### src/rtl/sw_mode_arbiter.sv
// Switch conditioning: 2-flop sync, per-bit debounce, registered priority encode of SW9..SW1.
// Define MODE_GAP_EN to force an all-off gap of GAP_CYCLES between two non-zero modes.
module sw_mode_arbiter #(
    parameter int DEBOUNCE_CYCLES = 500000,
    parameter int CNT_W           = 20,
    parameter int GAP_CYCLES      = 50000
) (
    input  logic       clk,
    input  logic       rst_n,
    input  logic [9:0] sw_raw,
    output logic [9:0] sw_clean,
    output logic       speed_sel,
    output logic [3:0] mode_code,
    output logic       mode_valid,
    output logic       mode_changed,
    output logic [3:0] digit
);

    localparam logic [3:0] HYPHEN = 4'b1110;

    logic [9:0]       r_syncStage1;
    logic [9:0]       r_syncStage2;
    logic [9:0]       r_clean;
    logic [CNT_W-1:0] r_stableCnt [10];

    logic [3:0] r_modeCode;
    logic       r_modeValid;
    logic       r_modeChanged;
    logic [3:0] r_digit;

    logic [3:0] w_target;
    logic [3:0] w_modeNext;

    // A counter only runs while the synchronised level disagrees with the accepted one.
    always_ff @(posedge clk) begin
        if (!rst_n) begin
            r_syncStage1 <= '0;
            r_syncStage2 <= '0;
            r_clean      <= '0;
            for (int i = 0; i < 10; i++) begin
                r_stableCnt[i] <= '0;
            end
        end else begin
            r_syncStage1 <= sw_raw;
            r_syncStage2 <= r_syncStage1;
            for (int i = 0; i < 10; i++) begin
                if (r_syncStage2[i] == r_clean[i]) begin
                    r_stableCnt[i] <= '0;
                end else if (r_stableCnt[i] == CNT_W'(DEBOUNCE_CYCLES - 1)) begin
                    r_clean[i]     <= r_syncStage2[i];
                    r_stableCnt[i] <= '0;
                end else begin
                    r_stableCnt[i] <= r_stableCnt[i] + 1'b1;
                end
            end
        end
    end

    always_comb begin
        w_target = '0;
        for (int i = 1; i <= 9; i++) begin
            if (r_clean[i]) begin
                w_target = 4'(i);
            end
        end
    end

`ifdef MODE_GAP_EN
    localparam int GAP_W = (GAP_CYCLES > 1) ? $clog2(GAP_CYCLES + 1) : 1;

    typedef enum logic {
        IDLE,
        GAP
    } gapState_t;

    gapState_t        r_state;
    gapState_t        w_stateNext;
    logic [GAP_W-1:0] r_gapCnt;
    logic [GAP_W-1:0] w_gapCntNext;

    // On exit from the gap the live target is taken, not the one seen at entry.
    always_comb begin
        w_stateNext  = r_state;
        w_gapCntNext = r_gapCnt;
        w_modeNext   = r_modeCode;
        case (r_state)
            IDLE: begin
                if (w_target != r_modeCode) begin
                    if ((r_modeCode != 4'd0) && (w_target != 4'd0)) begin
                        w_modeNext   = 4'd0;
                        w_gapCntNext = GAP_W'(GAP_CYCLES - 1);
                        w_stateNext  = GAP;
                    end else begin
                        w_modeNext = w_target;
                    end
                end
            end
            GAP: begin
                if (w_target == 4'd0) begin
                    w_stateNext = IDLE;
                end else if (r_gapCnt == '0) begin
                    w_modeNext  = w_target;
                    w_stateNext = IDLE;
                end else begin
                    w_gapCntNext = r_gapCnt - 1'b1;
                end
            end
            default: w_stateNext = IDLE;
        endcase
    end
`else
    assign w_modeNext = w_target;
`endif

    always_ff @(posedge clk) begin
        if (!rst_n) begin
            r_modeCode    <= 4'd0;
            r_modeValid   <= 1'b0;
            r_modeChanged <= 1'b0;
            r_digit       <= HYPHEN;
`ifdef MODE_GAP_EN
            r_state       <= IDLE;
            r_gapCnt      <= '0;
`endif
        end else begin
            r_modeCode    <= w_modeNext;
            r_modeValid   <= (w_modeNext != 4'd0);
            r_modeChanged <= (w_modeNext != r_modeCode);
            r_digit       <= (w_modeNext != 4'd0) ? w_modeNext : HYPHEN;
`ifdef MODE_GAP_EN
            r_state       <= w_stateNext;
            r_gapCnt      <= w_gapCntNext;
`endif
        end
    end

    assign sw_clean     = r_clean;
    assign speed_sel    = r_clean[0];
    assign mode_code    = r_modeCode;
    assign mode_valid   = r_modeValid;
    assign mode_changed = r_modeChanged;
    assign digit        = r_digit;

endmodule

### config.mk
export PLATFORM = sky130hd
export DESIGN_NAME = sw_mode_arbiter
export DESIGN_NICKNAME = d
export VERILOG_FILES = /design/src/rtl/sw_mode_arbiter.sv
export SDC_FILE = /design/constraint.sdc
export NUM_CORES = 1
export LEC_CHECK = 0
export ABC_AREA = 1
export CAP_MARGIN = 40
export CORE_MARGIN = 2
export CORE_UTILIZATION = 30
export CTS_CLUSTER_DIAMETER = 200
export CTS_CLUSTER_SIZE = 14
export DETAILED_ROUTE_END_ITERATION = 16
export GPL_ROUTABILITY_DRIVEN = 1
export PLACE_DENSITY = 0.53
export SLEW_MARGIN = 20
export SYNTH_ARGS = -nofsm -noshare
export SYNTH_HDL_FRONTEND = slang
export SYNTH_SLANG_ARGS = --single-unit
### constraint.sdc
create_clock -name clk -period 2.1 [get_ports clk]
set_input_delay 0.21 -clock clk [delete_from_list [all_inputs] [get_ports clk]]
set_output_delay 0.21 -clock clk [all_outputs]
set_load 0.005 [all_outputs]
* Word-level counts from Yosys, hierarchy flattened
Memory sizes are Yosys's and may differ from the RTL's. Cells that the tools add are included.
Storage, ports and cells: memories 1, bits in registers 40, word-level logic and storage cells 250, input port bits 12, memory bits (writable) 200
Cells by class: multiplexer cells 150, add/sub/neg operators 10, reductions and logical operators 12, equal/unequal tests 21, bitwise gates (word level) 40
Memories:
- r_stableCnt | words 10, width 20, read ports 10, clocked after Yosys merged registers in 0, write ports 10, line 24 | logic [CNT_W-1:0] r_stableCnt [10];
Operator list (number):
- $mux 20 | 30
- $add 20x1->20 const B | 10
- $eq 20x19->1 const B | 10
- $mux 1 | 112
- $mux 4 | 8
- $or 1x1->1 | 30
- $reduce_and 2->1 | 11
- $eq 1x1->1 | 10
- $not 1->1 | 10
- $ne 4x4->1 | 1
- $reduce_bool 4->1 | 1

* Longest topological paths before layout
depth after elaboration 11, gate-level depth with buffers 12, depth with buffers taken out 12

* Least setup slack after synthesis
Ideal clock, no wire load.
path kind register -> register, from memory r_stableCnt[6][0], to memory r_stableCnt[6][14], data pin, cell stages (with the launch flop) 10, data arrival time 1.465 ns, buffers on the path 1, setup slack 0.381 ns, library setup time 0.255 ns, cell sequence edfxtp_1 -> ha_1 -> nand2_2 -> nor2_4 -> inv_2 -> nor4_2 -> nand4_2 -> nand2_4 -> buf_12 -> nor2_2
RTL lines (line):
- start: declaration | 24

==> results.sh <==
export IMPL_use_met2_pct=20.2
export IMPL_avgRoutedWirePerCell_um=11.2
export IMPL_area_growth_pct=18.9
export IMPL_start_util_pct=30.4
export IMPL_critical_path_required_ns=2.36
export IMPL_setup_violations=0
export IMPL_vdd_drop_max_mv=0.513
export IMPL_worstReg2RegStart="r_stableCnt[6][0]$_SDFFCE_PN0P_"
export IMPL_post_place_ws_ns=0.108
export IMPL_num_rows=77
export IMPL_clock_latency_ns=0.52
export IMPL_final_cell_mix="nand2_1 (307), inv_1 (230), nor2_1 (213), edfxtp_1 (200), conb_1 (200)"
export IMPL_crit_start="r_stableCnt[6][0]$_SDFFCE_PN0P_"
export IMPL_top_usage_layer="met2"
export IMPL_fillers=4713
export IMPL_post_route_cell_area_mm2=0.0159
export IMPL_n_antenna_cell=0
export IMPL_max_freq_mhz=519
export IMPL_cts_root_buf="clkbuf_16"
export IMPL_routed_wl_um=27500
export IMPL_ys_seq_elements=240
export IMPL_gp_congestion=0.848
export IMPL_dp_cells=2403
export IMPL_holdWs_ns=0.234
export IMPL_htreeDepth=1
export IMPL_min_period_ns=1.93
export IMPL_hp_start="sw_raw[1]"
export IMPL_worstSetupPathType="reg2reg"
export IMPL_port_buffers=32
export IMPL_ys_seq_area_share_pct=50.8
export IMPL_async_reset_ff_share_pct=0
export IMPL_routed_via_density=4.31
export IMPL_met1_usage_pct=16.1
export IMPL_path_max_fanout=10
export IMPL_max_cap_violations=0
export IMPL_setup_ws_ns=0.172
export IMPL_synth_avg_cell_area_um2=8.48
export IMPL_leakage_nw=6.39
export IMPL_io_pins=33
export IMPL_grt_max_degree=21
export IMPL_use_met3_pct=1.60
export IMPL_drtPass1Iterations=5
export IMPL_finClkSkew_ns=0.0179
export IMPL_drive_above_1_share_pct=7.92
export IMPL_outcome="completed"
export IMPL_drc=0
export IMPL_grt_overflow_total=0
export IMPL_drtAntennaViolNets=0
export IMPL_antenna_found_initial=0
export IMPL_die_w_um=215
export IMPL_instances_no_fill=2447
export IMPL_drt_iter0_drc=472
export IMPL_vias=10500
export IMPL_synth_warnings=0
export IMPL_final_common_cell="nand2_1"
export IMPL_synth_edf_count=200
export IMPL_finalPower_mw=9.64
export IMPL_crit_arrival_ns=2.19
export IMPL_fin_util_pct=36.1
export IMPL_endpoint_kind="register"
export IMPL_slew_viol_final=0
export IMPL_clk_path_buf_depth=3
export IMPL_grt_pass1_wl_um=46900
export IMPL_grt_pass1_vias=10200
export IMPL_tightest_slew_ns=0.735
export IMPL_clkTransAtPathRegs_ns=0.08
export IMPL_tns_ns=0
export IMPL_synth_main_ff_cell="edfxtp_1"
export IMPL_hold_path_class="in2reg"
export IMPL_fin_crit_sh_pct=91.8
export IMPL_syn_area_mm2=0.0134
export IMPL_relSlewSlack_pct=50.8
export IMPL_p_per_area_mw_per_mm2=605
export IMPL_grt_usage_pct=11.9
export IMPL_finalHoldViolCount=0
export IMPL_place_hpwl_um=20800
export IMPL_die_area_mm2=0.0464
export IMPL_nNetsFinal=1863
export IMPL_cts_buffers=21
export IMPL_synth_cell_types=47
export IMPL_start_kind="register"
export IMPL_cts_sinks=240
export IMPL_coreArea_mm2=0.0441
export IMPL_syn_inst=1580
export IMPL_die_h_um=215
export IMPL_cts_tree="yes"
export IMPL_dpl_cell_area_mm2=0.0152
-- path summary, 6_finish.rpt --
path	end	slack [ns]	cells past startpoint
min	r_syncStage1[1]$_SDFF_PN0_	0.23	3
min reg2reg	r_syncStage2[1]$_SDFF_PN0_	0.41	2
max	r_stableCnt[6][19]$_SDFFCE_PN0P_	0.17	9
max reg2reg	r_stableCnt[6][19]$_SDFFCE_PN0P_	0.17	9
-- power breakdown --
part	leakage, nW	switching (mW)	internal [mW]
Combinational	3.72	0.315	0.167
Sequential	2.39	0.179	5.34
Clock	0.283	1.76	1.89
-- flip-flops by register name, summed over array words and instances, names as in the netlist --
signal / count
mode_valid: 1
sw_clean: 10
r_syncStage1: 10
mode_code: 4
r_syncStage2: 10
digit: 4
mode_changed: 1
r_stableCnt: 200
-- cell families after synthesis --
kind of cell	Yosys count	share of synthesized area [%]
and+or+nand+nor	887	31.6
DFF	240	50.8
buffers and inverters	255	7.58
adders and majority gates	10	0.934
AOI/OAI and AO/OA	122	4.85
xor gates and xnor gates	65	4.25
other	1	0.0280
-- synthesized netlist by cell type, types with 5 or more instances --
cell type / number / area, um2
a21oi_1: 82 / 410
buf_2: 7 / 35.0
buf_4: 5 / 37.5
dfxtp_1: 40 / 801
edfxtp_1: 200 / 6010
ha_1: 10 / 125
inv_1: 230 / 863
inv_2: 6 / 22.5
nand2_1: 307 / 1150
nand2_2: 5 / 31.3
nand3_1: 86 / 430
nand3_2: 14 / 140
nand3b_1: 8 / 60.1
nand4_1: 45 / 282
nor2_1: 213 / 800
nor2_2: 30 / 188
nor3_1: 91 / 455
nor3_2: 14 / 140
nor3b_1: 15 / 113
nor4_1: 20 / 125
o21ai_0: 27 / 135
or2_2: 13 / 81.3
xnor2_1: 23 / 201
xor2_1: 42 / 368
-- layer usage --
layer / vias to the layer above / share of wire, %
li1: 5576 / -
met1: 4808 / 49
met2: 123 / 45
met3: 37 / 3.2
met4: 0 / 2.1
met5: - / 0
-- layout make-up --
type	count	area, um2	share of cell area [%]
Clock buffer	36	582	3.65
Clock inverter	1	16.3	0.102
Inverter	236	886	5.56
Multi-Input combinational cell	1284	6340	39.8
Sequential cell	240	6810	42.7
Tap cell	592	741	4.65
Timing Repair Buffer	58	563	3.53
-- critical path, stage by stage (launching register included) --
cell	delay [ns]
edfxtp_1	0.42
ha_2	0.25
nand2_2	0.08
nor2_4	0.11
inv_2	0.05
nor4_2	0.17
nand4_2	0.23
nand2_8	0.19
buf_4	0.13
a21oi_1	0.04
-- what timing repair did --
action | 4_1_cts | 5_1_grt
endpoints found under the hold margin | 1 | 0
resized for setup | 0 | 3
hold buffers | 1 | 0
buffers inserted | 0 | 6
endpoints found under the setup margin | 0 | 7
Note: power is estimated with default switching activity, not from simulation.
